`config.mk`:
```
export PLATFORM = sky130hd
export DESIGN_NAME = icache_refill_unit_flat
export DESIGN_NICKNAME = d
export VERILOG_FILES = /design/src/rtl/icache_refill_if.sv /design/src/rtl/icache_refill_unit.sv /design/src/flat_wrapper.sv
export SDC_FILE = /design/constraint.sdc
export NUM_CORES = 1
export LEC_CHECK = 0
export BUFFER_PORTS_ARGS = -buffer_cell sky130_fd_sc_hd__buf_2
export CAP_MARGIN = 20
export CELL_PAD_IN_SITES_DETAIL_PLACEMENT = 1
export CELL_PAD_IN_SITES_GLOBAL_PLACEMENT = 2
export CORE_MARGIN = 2
export CORE_UTILIZATION = 29
export DETAILED_ROUTE_END_ITERATION = 12
export PLACE_DENSITY = 0.84
export SLEW_MARGIN = 10
export SYNTH_ARGS = -nofsm -noshare
export SYNTH_HDL_FRONTEND = slang
export SYNTH_SLANG_ARGS = --single-unit
```
`constraint.sdc`:
```
create_clock -name i_clk -period 3.6 [get_ports i_clk]
set_clock_uncertainty 0.2 [all_clocks]
set_input_delay 0.72 -clock i_clk [delete_from_list [all_inputs] [get_ports i_clk]]
set_output_delay 0.72 -clock i_clk [all_outputs]
set_load 0.05 [all_outputs]
```
`src/rtl/icache_refill_if.sv`:
```
// rtl/icache_refill_if.sv - AXI4 read address/data channels between the refill engine and memory
//
// Purpose: bundles the AR and R channel signals used by the instruction-cache refill engine.
// Signal names keep the direction prefix as seen from the refill engine (o_ = driven by it).
//   master modport: refill engine side (drives AR valid/addr/len/size/burst and R ready)
//   slave  modport: memory/interconnect side (drives AR ready and R valid/data/resp/last)
interface icache_refill_if #(
  parameter int ADDR_WIDTH = 64,
  parameter int BEAT_WIDTH = 32
);
  logic                  o_axi_arvalid;
  logic                  i_axi_arready;
  logic [ADDR_WIDTH-1:0] o_axi_araddr;
  logic [7:0]            o_axi_arlen;
  logic [2:0]            o_axi_arsize;
  logic [1:0]            o_axi_arburst;
  logic                  i_axi_rvalid;
  logic                  o_axi_rready;
  logic [BEAT_WIDTH-1:0] i_axi_rdata;
  logic [1:0]            i_axi_rresp;
  logic                  i_axi_rlast;

  modport master (
    output o_axi_arvalid, o_axi_araddr, o_axi_arlen, o_axi_arsize, o_axi_arburst, o_axi_rready,
    input  i_axi_arready, i_axi_rvalid, i_axi_rdata, i_axi_rresp, i_axi_rlast
  );

  modport slave (
    input  o_axi_arvalid, o_axi_araddr, o_axi_arlen, o_axi_arsize, o_axi_arburst, o_axi_rready,
    output i_axi_arready, i_axi_rvalid, i_axi_rdata, i_axi_rresp, i_axi_rlast
  );
endinterface

```
`src/rtl/icache_refill_unit.sv`:
```
// rtl/icache_refill_unit.sv - I-cache line refill engine over an AXI4 INCR read burst
//
// Purpose: on an I-cache miss, fetch the line-aligned block as one INCR burst of BEATS beats,
// pack beat k into bits [k*BEAT_WIDTH +: BEAT_WIDTH], and hand the line to fetch with a
// one-cycle write strobe. Errors (bad rresp, short/long burst) end in a one-cycle error pulse.
// Ports:
//   i_clk, i_arst        clock, synchronous active-high reset
//   i_icache_miss        level, fetch stalled on a miss
//   i_read_addr          miss byte address (fetch PC)
//   axi                  AR/R channels (master modport)
//   o_instr_we           one-cycle line write strobe
//   o_instr_block        assembled line, held until the next burst overwrites it
//   o_busy               high whenever the engine is not idle
//   o_refill_error       one-cycle pulse when a burst ends in error
module icache_refill_unit #(
  parameter int ADDR_WIDTH  = 64,
  parameter int BLOCK_WIDTH = 512,
  parameter int BEAT_WIDTH  = 32
) (
  input  logic                   i_clk,
  input  logic                   i_arst,
  input  logic                   i_icache_miss,
  input  logic [ADDR_WIDTH-1:0]  i_read_addr,
  icache_refill_if.master        axi,
  output logic                   o_instr_we,
  output logic [BLOCK_WIDTH-1:0] o_instr_block,
  output logic                   o_busy,
  output logic                   o_refill_error
);
  localparam int BEATS  = BLOCK_WIDTH / BEAT_WIDTH;
  localparam int OFFSET = $clog2(BLOCK_WIDTH / 8);
  localparam int CNT_W  = $clog2(BEATS);
  localparam int SIZE   = $clog2(BEAT_WIDTH / 8);

  localparam logic [1:0] ST_IDLE = 2'd0;
  localparam logic [1:0] ST_ADDR = 2'd1;
  localparam logic [1:0] ST_DATA = 2'd2;
  localparam logic [1:0] ST_FILL = 2'd3;

  logic [1:0]             state;
  logic [ADDR_WIDTH-1:0]  line_addr;
  logic [CNT_W-1:0]       beat_cnt;
  logic                   wrapped;   // all BEATS slots already filled; further beats are overruns
  logic                   err;       // sticky error for the current burst
  logic [BLOCK_WIDTH-1:0] block;
  logic                   beat_fire;
  logic                   beat_err;
  logic                   last_err;
  logic                   addr_match;

  assign axi.o_axi_arvalid = (state == ST_ADDR);
  assign axi.o_axi_araddr  = line_addr;
  assign axi.o_axi_arlen   = 8'(BEATS - 1);
  assign axi.o_axi_arsize  = 3'(SIZE);
  assign axi.o_axi_arburst = 2'b01;
  assign axi.o_axi_rready  = (state == ST_DATA);
  assign o_busy            = (state != ST_IDLE);
  assign o_instr_block     = block;

  always_comb begin
    beat_fire  = (state == ST_DATA) && axi.i_axi_rvalid;
    beat_err   = (axi.i_axi_rresp != 2'b00) || wrapped;
    // Error as it stands including the rlast beat itself: a short burst shows up as a count mismatch.
    last_err   = err || beat_err || (beat_cnt != CNT_W'(BEATS - 1));
    // Stale-miss detection: fetch may have been redirected while the burst was in flight.
    addr_match = (i_read_addr[ADDR_WIDTH-1:OFFSET] == line_addr[ADDR_WIDTH-1:OFFSET]);
  end

  always_ff @(posedge i_clk) begin
    if (i_arst) begin
      state          <= ST_IDLE;
      line_addr      <= '0;
      beat_cnt       <= '0;
      wrapped        <= 1'b0;
      err            <= 1'b0;
      block          <= '0;
      o_instr_we     <= 1'b0;
      o_refill_error <= 1'b0;
    end else begin
      o_instr_we     <= 1'b0;
      o_refill_error <= 1'b0;
      case (state)
        ST_IDLE: begin
          if (i_icache_miss) begin
            line_addr <= {i_read_addr[ADDR_WIDTH-1:OFFSET], {OFFSET{1'b0}}};
            beat_cnt  <= '0;
            wrapped   <= 1'b0;
            err       <= 1'b0;
            state     <= ST_ADDR;
          end
        end
        ST_ADDR: begin
          if (axi.i_axi_arready) state <= ST_DATA;
        end
        ST_DATA: begin
          if (beat_fire) begin
            if (!wrapped) block[beat_cnt*BEAT_WIDTH +: BEAT_WIDTH] <= axi.i_axi_rdata;
            beat_cnt <= beat_cnt + 1'b1;
            if (beat_cnt == CNT_W'(BEATS - 1)) wrapped <= 1'b1;
            err <= err || beat_err;
            if (axi.i_axi_rlast) begin
              state          <= ST_FILL;
              o_instr_we     <= !last_err && i_icache_miss && addr_match;
              o_refill_error <= last_err;
            end
          end
        end
        ST_FILL: state <= ST_IDLE;
        default: state <= ST_IDLE;
      endcase
    end
  end
endmodule

```
`src/flat_wrapper.sv`:
```
// flat-port wrapper written by rule: the top's interface ports become plain ports
module icache_refill_unit_flat 
#(
  parameter int ADDR_WIDTH  = 64,
  parameter int BLOCK_WIDTH = 512,
  parameter int BEAT_WIDTH  = 32
)
  (i_clk, i_arst, i_icache_miss, i_read_addr, o_instr_we, o_instr_block, o_busy, o_refill_error, axi_o_axi_arvalid, axi_o_axi_araddr, axi_o_axi_arlen, axi_o_axi_arsize, axi_o_axi_arburst, axi_o_axi_rready, axi_i_axi_arready, axi_i_axi_rvalid, axi_i_axi_rdata, axi_i_axi_rresp, axi_i_axi_rlast);
  icache_refill_if #(.ADDR_WIDTH(ADDR_WIDTH), .BEAT_WIDTH(BEAT_WIDTH)) axi_i ();
  input  logic i_clk;
  input  logic i_arst;
  input  logic i_icache_miss;
  input  logic [ADDR_WIDTH-1:0] i_read_addr;
  output logic o_instr_we;
  output logic [BLOCK_WIDTH-1:0] o_instr_block;
  output logic o_busy;
  output logic o_refill_error;
  output wire logic [$bits(axi_i.o_axi_arvalid)-1:0] axi_o_axi_arvalid;
  output wire logic [$bits(axi_i.o_axi_araddr)-1:0] axi_o_axi_araddr;
  output wire logic [$bits(axi_i.o_axi_arlen)-1:0] axi_o_axi_arlen;
  output wire logic [$bits(axi_i.o_axi_arsize)-1:0] axi_o_axi_arsize;
  output wire logic [$bits(axi_i.o_axi_arburst)-1:0] axi_o_axi_arburst;
  output wire logic [$bits(axi_i.o_axi_rready)-1:0] axi_o_axi_rready;
  input wire logic [$bits(axi_i.i_axi_arready)-1:0] axi_i_axi_arready;
  input wire logic [$bits(axi_i.i_axi_rvalid)-1:0] axi_i_axi_rvalid;
  input wire logic [$bits(axi_i.i_axi_rdata)-1:0] axi_i_axi_rdata;
  input wire logic [$bits(axi_i.i_axi_rresp)-1:0] axi_i_axi_rresp;
  input wire logic [$bits(axi_i.i_axi_rlast)-1:0] axi_i_axi_rlast;
  assign axi_o_axi_arvalid = axi_i.o_axi_arvalid;
  assign axi_o_axi_araddr = axi_i.o_axi_araddr;
  assign axi_o_axi_arlen = axi_i.o_axi_arlen;
  assign axi_o_axi_arsize = axi_i.o_axi_arsize;
  assign axi_o_axi_arburst = axi_i.o_axi_arburst;
  assign axi_o_axi_rready = axi_i.o_axi_rready;
  assign axi_i.i_axi_arready = axi_i_axi_arready;
  assign axi_i.i_axi_rvalid = axi_i_axi_rvalid;
  assign axi_i.i_axi_rdata = axi_i_axi_rdata;
  assign axi_i.i_axi_rresp = axi_i_axi_rresp;
  assign axi_i.i_axi_rlast = axi_i_axi_rlast;
  icache_refill_unit #(.ADDR_WIDTH(ADDR_WIDTH), .BLOCK_WIDTH(BLOCK_WIDTH), .BEAT_WIDTH(BEAT_WIDTH)) u_core (.i_clk(i_clk), .i_arst(i_arst), .i_icache_miss(i_icache_miss), .i_read_addr(i_read_addr), .axi(axi_i), .o_instr_we(o_instr_we), .o_instr_block(o_instr_block), .o_busy(o_busy), .o_refill_error(o_refill_error));
endmodule
```
[Word level (Yosys, flattened, before mapping)]
Cells that the tools add are included.
Word-level totals
  logic and storage cells: 59
  input port bits: 104
  bits in registers: 580
Operators by class
  reduce and logical (&&, ||, !) cells: 17
  multiplexer cells: 15
  shift-type cells: 2
  $add $sub $neg: 2
  bitwise operators: 4
  equality and inequality tests: 11
Operator list (number)
  512-bit bitwise mux: 1
  32-bit by 34-bit variable shift with 512-bit output, first input constant: 1
  32-bit by 34-bit indexed part select with 512-bit output: 1
  58-bit == test: 1
  9-bit negator with 34-bit output: 1
  2-bit two-way mux: 4
  4-bit two-way mux: 2
  2-bit by 1-bit != test with 1-bit output, second input constant: 4
  2-bit case mux with 4 select lines: 1
  4-bit case mux with 2 select lines: 1
  4-bit AND reduction: 2
  3-bit AND reduction: 2
  2-bit nonzero test: 3
  4-bit by 1-bit adder with 4-bit output, second input constant: 1
  2-bit == test, second input constant: 2
  4-bit == test, second input constant: 1
  1-bit two-way mux: 4
  4-bit != test, second input constant: 1
  1-bit NOT: 4
  1-bit case mux with 2 select lines: 2
  4-bit OR reduction: 1
  1-bit logical AND: 3
  1-bit logical OR: 3
  2-bit by 1-bit == test with 1-bit output, second input constant: 1
  other kinds (4): 4

[Longest topological paths before layout]
Gate-level depths: netlist of run 1.
  word-level depth: 7
  gate-level depth with buffers: 12

[Worst setup path before layout of run 1]
No wires, ideal clock.
  path kind: reg2reg
  start: reg u_core.state[0]
  end: reg u_core.block[66], in the netlist u_core.o_instr_block[66]
  buffers on the path: 3
  stages on the path, launching flop included: 11
  path slack: 0.907 ns
  clock period less this slack: 2.693 ns
  setup time: 0.128 ns
  data arrival time: 2.365 ns
  path through: dfxtp_1 -> inv_1 -> ha_1 -> buf_2 -> and3b_1 -> nand3_1 -> or4_1 -> buf_2 -> buf_6 -> mux2i_1 -> nor2_1
Between the ends
  word-level cells in the longest chain between the ends: 3
Ends and longest elaborated chain
  from (decl): RTL line icache_refill_unit.sv:40  | logic [1:0] state;
  from (signal assigned): RTL line icache_refill_unit.sv:71  | state <= ST_IDLE;
  from (signal assigned): RTL line icache_refill_unit.sv:89  | state <= ST_ADDR;
  from (signal assigned): RTL line icache_refill_unit.sv:93  | if (axi.i_axi_arready) state <= ST_DATA;
  2-bit == test *
  via axi_o_axi_rready: RTL line flat_wrapper.sv:23  | output wire logic [$bits(axi_i.o_axi_rready)-1:0] axi_o_axi_rready;
  1-bit logical AND: RTL line icache_refill_unit.sv:61  | beat_fire = (state == ST_DATA) && axi.i_axi_rvalid;
  3-bit AND reduction (no source line) *
  to (signal, indexed assignment): RTL line icache_refill_unit.sv:97  | if (!wrapped) block[beat_cnt*BEAT_WIDTH +: BEAT_WIDTH] <= axi.i_axi_rdata;
  to (decl): RTL line icache_refill_unit.sv:45  | logic [BLOCK_WIDTH-1:0] block;
The timed path passes the listed nets; every way through them passes the cells marked *.
A chain may end at the register's enable or synchronous reset.

[Worst setup path after layout of run 1]
  start: reg u_core.beat_cnt[1]
  end: reg u_core.block[81], in the netlist u_core.o_instr_block[81]
Between the ends
  word-level cells in the longest chain between the ends: 3
Ends and longest elaborated chain
  from (decl): RTL line icache_refill_unit.sv:42  | logic [CNT_W-1:0] beat_cnt;
  from (signal assigned): RTL line icache_refill_unit.sv:98  | beat_cnt <= beat_cnt + 1'b1;
  9-bit negator with 34-bit output *: RTL line icache_refill_unit.sv:97
  32-bit by 34-bit indexed part select with 512-bit output / 32-bit by 34-bit variable shift with 512-bit output (equally long branches): RTL line icache_refill_unit.sv:97
  512-bit bitwise mux *: RTL line icache_refill_unit.sv:97
Mark *: on every way between the ends. The rest lies on a longest branch, timed or not.

==> impl_metrics.csv, run 1 <==
group,metric,value,unit
hold_path,min-delay-start,"i_read_addr[12]",
timing,rsz0062_at_grt,"no",
grt,track_usage,25.0,%
setup_path,critical_path.cell_chain,"inv_1 -> ha_1 -> xnor2_4 -> nand3_1 -> or4_2 -> buf_4 -> mux2i_1 -> nor2_1",
power,net_switching,4.85,mW
layout,fin_nets,3380,
timing,share_of_the_clock_period_used_by_the_worst_path,88.3,%
place,placement.io_buffers,672,
clock_tree,cts-resized-gates,0,
setup_path,launch_instance_of_the_worst_register_to_register_path,"u_core.beat_cnt[1]",
detailed_routing,met2RoutedLength,49800,microns
timing,finalHoldViolations,0,
timing,setup_total_negative_slack,0,ns
power,vdd_ir_drop_max,0.000360,V
synth,synth_top_family_by_area,"simple AND/OR/NAND/NOR gates",
grt,grt_first_pass_wirelength,151000,microns
power,swShare,30.0,%
detailed_routing,wire_per_inst,23.9,microns
clock_tree,clk_root_buffer_cell,"sky130_fd_sc_hd__clkbuf_16",
power,power.leakage,13.4,nW
timing,slew_violations,0,
clock_tree,worst_skew_pair.late_latency,0.61,ns
power,cellInternalPower,11.3,mW
grt,initial_antenna_violation_count,5,
clock_tree,post-cts-setup-buffers,0,
clock_tree,tritoncts,"built",
synth,ys_seq_elements,580,
synth,synth_sequential_area_ratio,51.3,%
die,core,77300,sq um
setup_path,crit_arrival,3.43,ns
setup_path,regToRegSetupSlack,0.42,ns
setup_path,worst_path_largest_cell_delay,0.60,ns
die,floorplan.die_area,80400,sq um
setup_path,worst_setup_path_start_kind,"flip-flop",
synth,synth_compound_gate_area_share,9.85,%
synth,synth-main-ff-cell,"sky130_fd_sc_hd__dfxtp_1",
hold_path,worstHoldPathType,"input pin to flip-flop",
place,gp_congestion,0.834,
power,power.combinational.fraction,14.1,%
layout,layout.filler_cells,9382,
setup_path,worst_setup_path_startpoint,"u_core.beat_cnt[1]",
clock_tree,tritoncts.num_buffers,69,
die,start_util,29.3,%
layout,flow.area_growth_from_synthesis,29.0,%
layout,fraction_of_final_layout_cells_sized_beyond_drive_strength_1,26.3,%
clock_tree,cts_num_sinks,580,
detailed_routing,ant_nets,0,
synth,synthesis.area_per_instance,8.34,sq um
synth,yosys_warnings,0,
setup_path,criticalPathCategory,"flip-flop to flip-flop",
detailed_routing,dr.pass1.iters,5,
detailed_routing,vias,21796,
layout,finalCoreUtilization,37.8,%
synth,synth_fa_ha_area_share,0.331,%
synth,postSynthCellCount,2717,
die,die-width,283,microns
synth,synth_edf_count,0,
synth,synth_simple_gate_area_share,23.7,%
setup_path,cp.required,3.85,ns
clock_tree,cts_hold_buffers_added,0,
detailed_routing,initialDrtViolationCount,1260,
clock_tree,clkTransAtPathRegs,0.06,ns
setup_path,critical_path_peak_fanout,32,
detailed_routing,met1_length,43800,microns
synth,synth.lib_cells_used.distinct,51,
synth,synth-xor-area-share,2.05,%
detailed_routing,vias_per_cell,4.99,
grt,maximum_number_of_pins_on_one_net_before_global_route_repair,136,
grt,vias_in_the_first_global_route,21724,
die,die_height,283,microns
die,io_pins,698,
detailed_routing,wl_met3,6660,microns
clock_tree,htree_num_levels,3,
power,power_density,555,nW/um^2
detailed_routing,wl,105000,microns
synth,mappedNetlistArea,22700,sq um
synth,asyncSetResetFlopFracSynth,0,%
timing,slew-limit-headroom,46.7,%
detailed_routing,remaining_drc_errors,0,
power,clockPowerShare,44.3,%
grt,globalRouteOverflowTotal,0,
setup_path,slowest_stage,"sky130_fd_sc_hd__or4_2",
outcome,status,"finished clean",
synth,synth.mux.area_fraction,7.16,%
power,power.sequential.fraction,41.6,%
detailed_routing,highest-signal-layer,"met4",
clock_tree,buffers_from_clock_root_to_sink_at_most,3,
timing,fin_crit,3.18,ns
job,max_cap_viol_count,0,
place,place_hpwl,70700,microns
timing,worst-slew-pin-transition,0.793,ns
die,row_count,102,
setup_path,cp-end-kind,"flip-flop",
timing,max_clock_freq,0.315,GHz
timing,setup_viol,0,
-- metrics by stage --
stage               hold slack [ns]  power (mW)  setup WS [ns]  cell area (sq um)  instances
finish                        0.167        16.2          0.423              29200       4368
global route                  0.142        16.8          0.233              29200       4364
CTS                           0.122        16.4          0.393              29200       4362
detailed placement            0.242        9.16          0.445              26900       4239
global placement              0.230        9.14          0.536              26900       4239
floorplan                     0.228        8.38          0.907              22700       2734
-- logic make-up (layout without fill, tap and decap cells) --
group	after synthesis	count (layout)
fa+ha+maj	6	6
simple gates	1194	1194
mux	162	162
flops	580	580
other cells	2	25
xor+xnor	51	51
compound gates	434	434
buf+inv	288	876
-- synth_stat cells, types with 4 or more instances --
library cell | count | area, sq um
sky130_fd_sc_hd__a21oi_1 | 408 | 2040
sky130_fd_sc_hd__buf_2 | 58 | 290
sky130_fd_sc_hd__dfxtp_1 | 580 | 11600
sky130_fd_sc_hd__inv_1 | 20 | 75.1
sky130_fd_sc_hd__o21ai_0 | 5 | 25.0
sky130_fd_sc_hd__mux2i_1 | 162 | 1620
sky130_fd_sc_hd__xor2_1 | 14 | 123
sky130_fd_sc_hd__nand4_1 | 18 | 113
sky130_fd_sc_hd__xnor2_1 | 36 | 315
sky130_fd_sc_hd__nor4_1 | 11 | 68.8
sky130_fd_sc_hd__nor2_1 | 187 | 702
sky130_fd_sc_hd__nand2_1 | 503 | 1890
sky130_fd_sc_hd__o22ai_1 | 5 | 31.3
sky130_fd_sc_hd__nand3_1 | 327 | 1640
sky130_fd_sc_hd__and2_1 | 100 | 626
sky130_fd_sc_hd__clkbuf_1 | 181 | 679
sky130_fd_sc_hd__a221oi_1 | 5 | 43.8
sky130_fd_sc_hd__nor3b_1 | 4 | 30.0
sky130_fd_sc_hd__ha_1 | 6 | 75.1
sky130_fd_sc_hd__buf_4 | 23 | 173
sky130_fd_sc_hd__nor3_1 | 13 | 65.1
-- worst max-delay path: cells and delay by family, from the launching register on --
family,cells,cell delay (ns)
simple gates,3,0.92
fa+ha+maj,1,0.35
xor+xnor,1,0.36
mux,1,0.23
flops,1,0.46
buf+inv,2,0.45
-- registers in the layout, summed over array words and instances (netlist names) --
signal                   count
u_core.state                 2
u_core.o_instr_we            1
u_core.wrapped               1
u_core.o_refill_error        1
u_core.err                   1
u_core.axi.o_axi_araddr     58
u_core.beat_cnt              4
u_core.o_instr_block       512
-- worst paths after layout --
path | end | cells past startpoint
setup / recovery | u_core.o_instr_block[81] | 8
hold / removal | u_core.axi.o_axi_araddr[12] | 3
setup reg to reg | u_core.o_instr_block[81] | 8
hold reg to reg | u_core.o_instr_block[293] | 2
-- routing by layer --
metal / track usage (%) / vias up
li1: - / 10109
met1: 30.5 / 10845
met2: 41.8 / 666
met3: 6.52 / 176
met4: 10.4 / 0
met5: 0 / -
-- area by class of cell --
class / instances / area, sq um / area share (%)
Clock inverter: 21 / 300 / 1.03
Clock buffer: 102 / 2000 / 6.85
Tap cell: 1040 / 1300 / 4.45
Inverter: 20 / 75.1 / 0.257
Multi-Input combinational cell: 1866 / 9960 / 34.1
Timing Repair Buffer: 733 / 3960 / 13.5
Sequential cell: 580 / 11600 / 39.7
Antenna cell: 6 / 15.0 / 0.0514
-- power by group through the flow --
stage	Clock [mW]	Sequential (mW)	Combinational, mW
3_3_place_gp	0	6.86	2.28
3_5_place_dp	0	6.87	2.29
6_report	7.18	6.73	2.29
2_1_floorplan	0	7.41	0.968
5_1_grt	7.60	6.75	2.43
4_1_cts	7.35	6.73	2.30
-- cell usage in the layout (no fill, tap or decap), drive strengths merged, types with 6 or more instances in the layout --
master,instances
mux2i,162
nand2,503
diode,6
ha,6
buf,733
clkinv,10
xor2,14
inv,25
conb,19
a21oi,408
clkbuf,102
nor4,12
and2,101
nor3,14
xnor2,37
nand3,327
nor2,187
dfxtp,580
nand4,18
o21ai,6
(Power assumes the default switching activity.)
==> run 2, diff against run 1 <==
Settings changed: ABC_AREA set to 1, CORE_UTILIZATION 29 to 28, PLACE_DENSITY 0.84 to 0.85.
==> run 2 against run 1 <==
Against the previous run: via count up 32%; clock power increased by 8.4%; wire length increased by 24%; non-clock buffer count decreased by 1; flip-flop and latch count is the same; sequential power grew 2%; hold slack worse by 0.015 ns; combinational power increased by 64%; critical path depth up 3; critical endpoint is now u_core.o_instr_block[494]; largest cell class is now multi-input gates.
==> impl_metrics.csv, run 2 <==
group,metric,value,unit
outcome,status,"finished clean",
setup_path,crit_arrival,3.49,ns
detailed_routing,dr.pass1.iters,5,
synth,mappedNetlistArea,26900,sq um
setup_path,cp-end-kind,"flip-flop",
clock_tree,cts_hold_buffers_added,0,
timing,share_of_the_clock_period_used_by_the_worst_path,86.4,%
clock_tree,clkTransAtPathRegs,0.06,ns
layout,mostFrequentLayoutCells,"1,001 x sky130_fd_sc_hd__nor2_1, 839 x sky130_fd_sc_hd__nand2_1, 671 x sky130_fd_sc_hd__buf_2, 579 x sky130_fd_sc_hd__dfxtp_1, 346 x sky130_fd_sc_hd__inv_1",
die,floorplan.die_area,98600,sq um
grt,maximum_number_of_pins_on_one_net_before_global_route_repair,121,
clock_tree,clk_root_buffer_cell,"sky130_fd_sc_hd__clkbuf_16",
timing,worst-slew-pin-transition,1.05,ns
layout,fraction_of_final_layout_cells_sized_beyond_drive_strength_1,19.7,%
die,die_height,314,microns
grt,globalRouteOverflowTotal,0,
synth,synthDominantCellAreaShare,43.2,%
timing,finalHoldViolations,0,
clock_tree,cts_num_sinks,580,
layout,fin_nets,4714,
grt,grt_first_pass_wirelength,187000,microns
clock_tree,worst_skew_pair.late_latency,0.63,ns
place,gp_congestion,0.861,
timing,slew-limit-headroom,30.1,%
setup_path,worst_setup_path_start_kind,"flip-flop",
power,power_density,546,nW/um^2
detailed_routing,ant_nets,0,
detailed_routing,wire_per_inst,21.9,microns
synth,ys_seq_elements,580,
synth,yosys_warnings,0,
synth,yosysMostFrequentCell,"sky130_fd_sc_hd__nor2_1",
detailed_routing,vias_per_cell,4.84,
synth,synth_sequential_area_ratio,43.2,%
clock_tree,tritoncts.num_buffers,74,
die,io_pins,698,
timing,setup_viol,0,
synth,synthTopCellsByCount,"1,002 x sky130_fd_sc_hd__nor2_1, 842 x sky130_fd_sc_hd__nand2_1, 580 x sky130_fd_sc_hd__dfxtp_1, 348 x sky130_fd_sc_hd__inv_1, 295 x sky130_fd_sc_hd__nor3_1",
setup_path,criticalPathCategory,"flip-flop to flip-flop",
die,start_util,28.3,%
detailed_routing,remaining_drc_errors,0,
die,die-width,314,microns
layout,layout_commonest_cell,"sky130_fd_sc_hd__nor2_1",
timing,max_clock_freq,0.321,GHz
setup_path,critical_path_peak_fanout,25,
grt,track_usage,25.4,%
layout,largest_register_ffs,512,
power,vdd_ir_drop_max,0.000322,V
timing,fin_crit,3.11,ns
synth,synth_edf_count,0,
timing,slew_violations,0,
grt,initial_antenna_violation_count,6,
detailed_routing,initialDrtViolationCount,1857,
synth,synth.lib_cells_used.distinct,33,
place,placement.io_buffers,672,
layout,flow.area_growth_from_synthesis,25.1,%
clock_tree,tritoncts,"built",
synth,asyncSetResetFlopFracSynth,0,%
die,core,95200,sq um
synth,synth-main-ff-cell,"sky130_fd_sc_hd__dfxtp_1",
clock_tree,htree_num_levels,3,
synth,netlist.top_cell.by_area,"sky130_fd_sc_hd__dfxtp_1",
clock_tree,cts-resized-gates,0,
synth,synth.top_cells.by_area,"sky130_fd_sc_hd__dfxtp_1 43%, sky130_fd_sc_hd__nor2_1 14%, sky130_fd_sc_hd__nand2_1 12%",
setup_path,cp.required,3.98,ns
hold_path,worstHoldPathType,"input pin to flip-flop",
grt,vias_in_the_first_global_route,27493,
detailed_routing,vias,28692,
detailed_routing,wl,130000,microns
clock_tree,post-cts-setup-buffers,0,
power,power.leakage,16.8,nW
die,row_count,113,
timing,whs,0.152,ns
clock_tree,buffers_from_clock_root_to_sink_at_most,3,
synth,postSynthCellCount,4114,
timing,setup_total_negative_slack,0,ns
place,place_hpwl,87700,microns
timing,rsz0062_at_grt,"no",
job,max_cap_viol_count,0,
synth,synthesis.area_per_instance,6.54,sq um
-- run 2: per-stage QoR --
step | area [sq um] | total power, mW | setup slack, ns | instances | util [%]
6_report | 33600 | 18.4 | 0.488 | 5928 | 35.4
5_1_grt | 33600 | 19.1 | 0.272 | 5926 | 35.4
4_1_cts | 33600 | 18.6 | 0.495 | 5925 | 35.3
3_5_place_dp | 31100 | 10.7 | 0.493 | 5793 | 32.7
3_3_place_gp | 31100 | 10.7 | 0.544 | 5793 | 32.7
2_1_floorplan | 27000 | 9.47 | 0.967 | 4131 | -
-- run 2: logic make-up (layout without fill, tap and decap cells) --
| group | Yosys count | count (layout) | synth area share [%] |
|---|---|---|---|
| AND/OR/NAND/NOR | 2468 | 2468 | 38.9 |
| buffers and inverters | 692 | 1221 | 10.5 |
| flip-flops | 580 | 580 | 43.2 |
| AO/OA/AOI/OAI | 343 | 343 | 6.40 |
| XOR/XNOR | 23 | 23 | 0.749 |
| adder cells (fa/ha/maj) | 6 | 6 | 0.279 |
| other | 2 | 22 | 0.0279 |
-- run 2: final timing paths --
kind / end / depth (start not counted) / startpoint / slack, ns
setup / recovery: u_core.o_instr_block[494] / 11 / u_core.beat_cnt[1] / 0.49
setup reg to reg: u_core.o_instr_block[494] / 11 / u_core.beat_cnt[1] / 0.49
hold reg to reg: u_core.o_instr_block[117] / 2 / u_core.o_instr_block[117] / 0.26
hold / removal: u_core.axi.o_axi_araddr[38] / 3 / i_read_addr[38] / 0.15
-- run 2: final cells by class --
type	instances	area (sq um)
inverter	357	1360
timing repair buffer	732	3970
tap	1265	1580
sequential	580	11600
multi-input combinational	2859	12600
fill	12209	61500
antenna	3	7.51
clock inverter	21	282
clock buffer	111	2240
-- run 2: power by group --
| part | total (mW) | switching (mW) | internal [mW] |
|---|---|---|---|
| clock | 7.78 | 3.12 | 4.66 |
| sequential | 6.85 | 0.184 | 6.66 |
| combinational | 3.76 | 3.07 | 0.692 |
-- run 2: critical path, stage by stage, from the launching register on --
cell                      delay [ns]
sky130_fd_sc_hd__dfxtp_1        0.33
sky130_fd_sc_hd__inv_1          0.20
sky130_fd_sc_hd__nand3_1        0.15
sky130_fd_sc_hd__inv_1          0.11
sky130_fd_sc_hd__ha_4           0.24
sky130_fd_sc_hd__a21oi_1        0.33
sky130_fd_sc_hd__nand2_1        0.11
sky130_fd_sc_hd__nor2_1         0.25
sky130_fd_sc_hd__nand2_2        0.39
sky130_fd_sc_hd__inv_1          0.51
sky130_fd_sc_hd__nor2_1         0.09
sky130_fd_sc_hd__nor2_1         0.12
-- run 2: routing by layer --
layer  part of all wire (%)  track usage (%)  vias up  wire [microns]
met3                    6.2             5.92      175            8030
met5                  0.010                0        -              13
met1                     46             34.1    13860           59300
li1                       -                -    13888               -
met4                    3.1             7.91        2            4000
met2                     45             40.1      767           58300
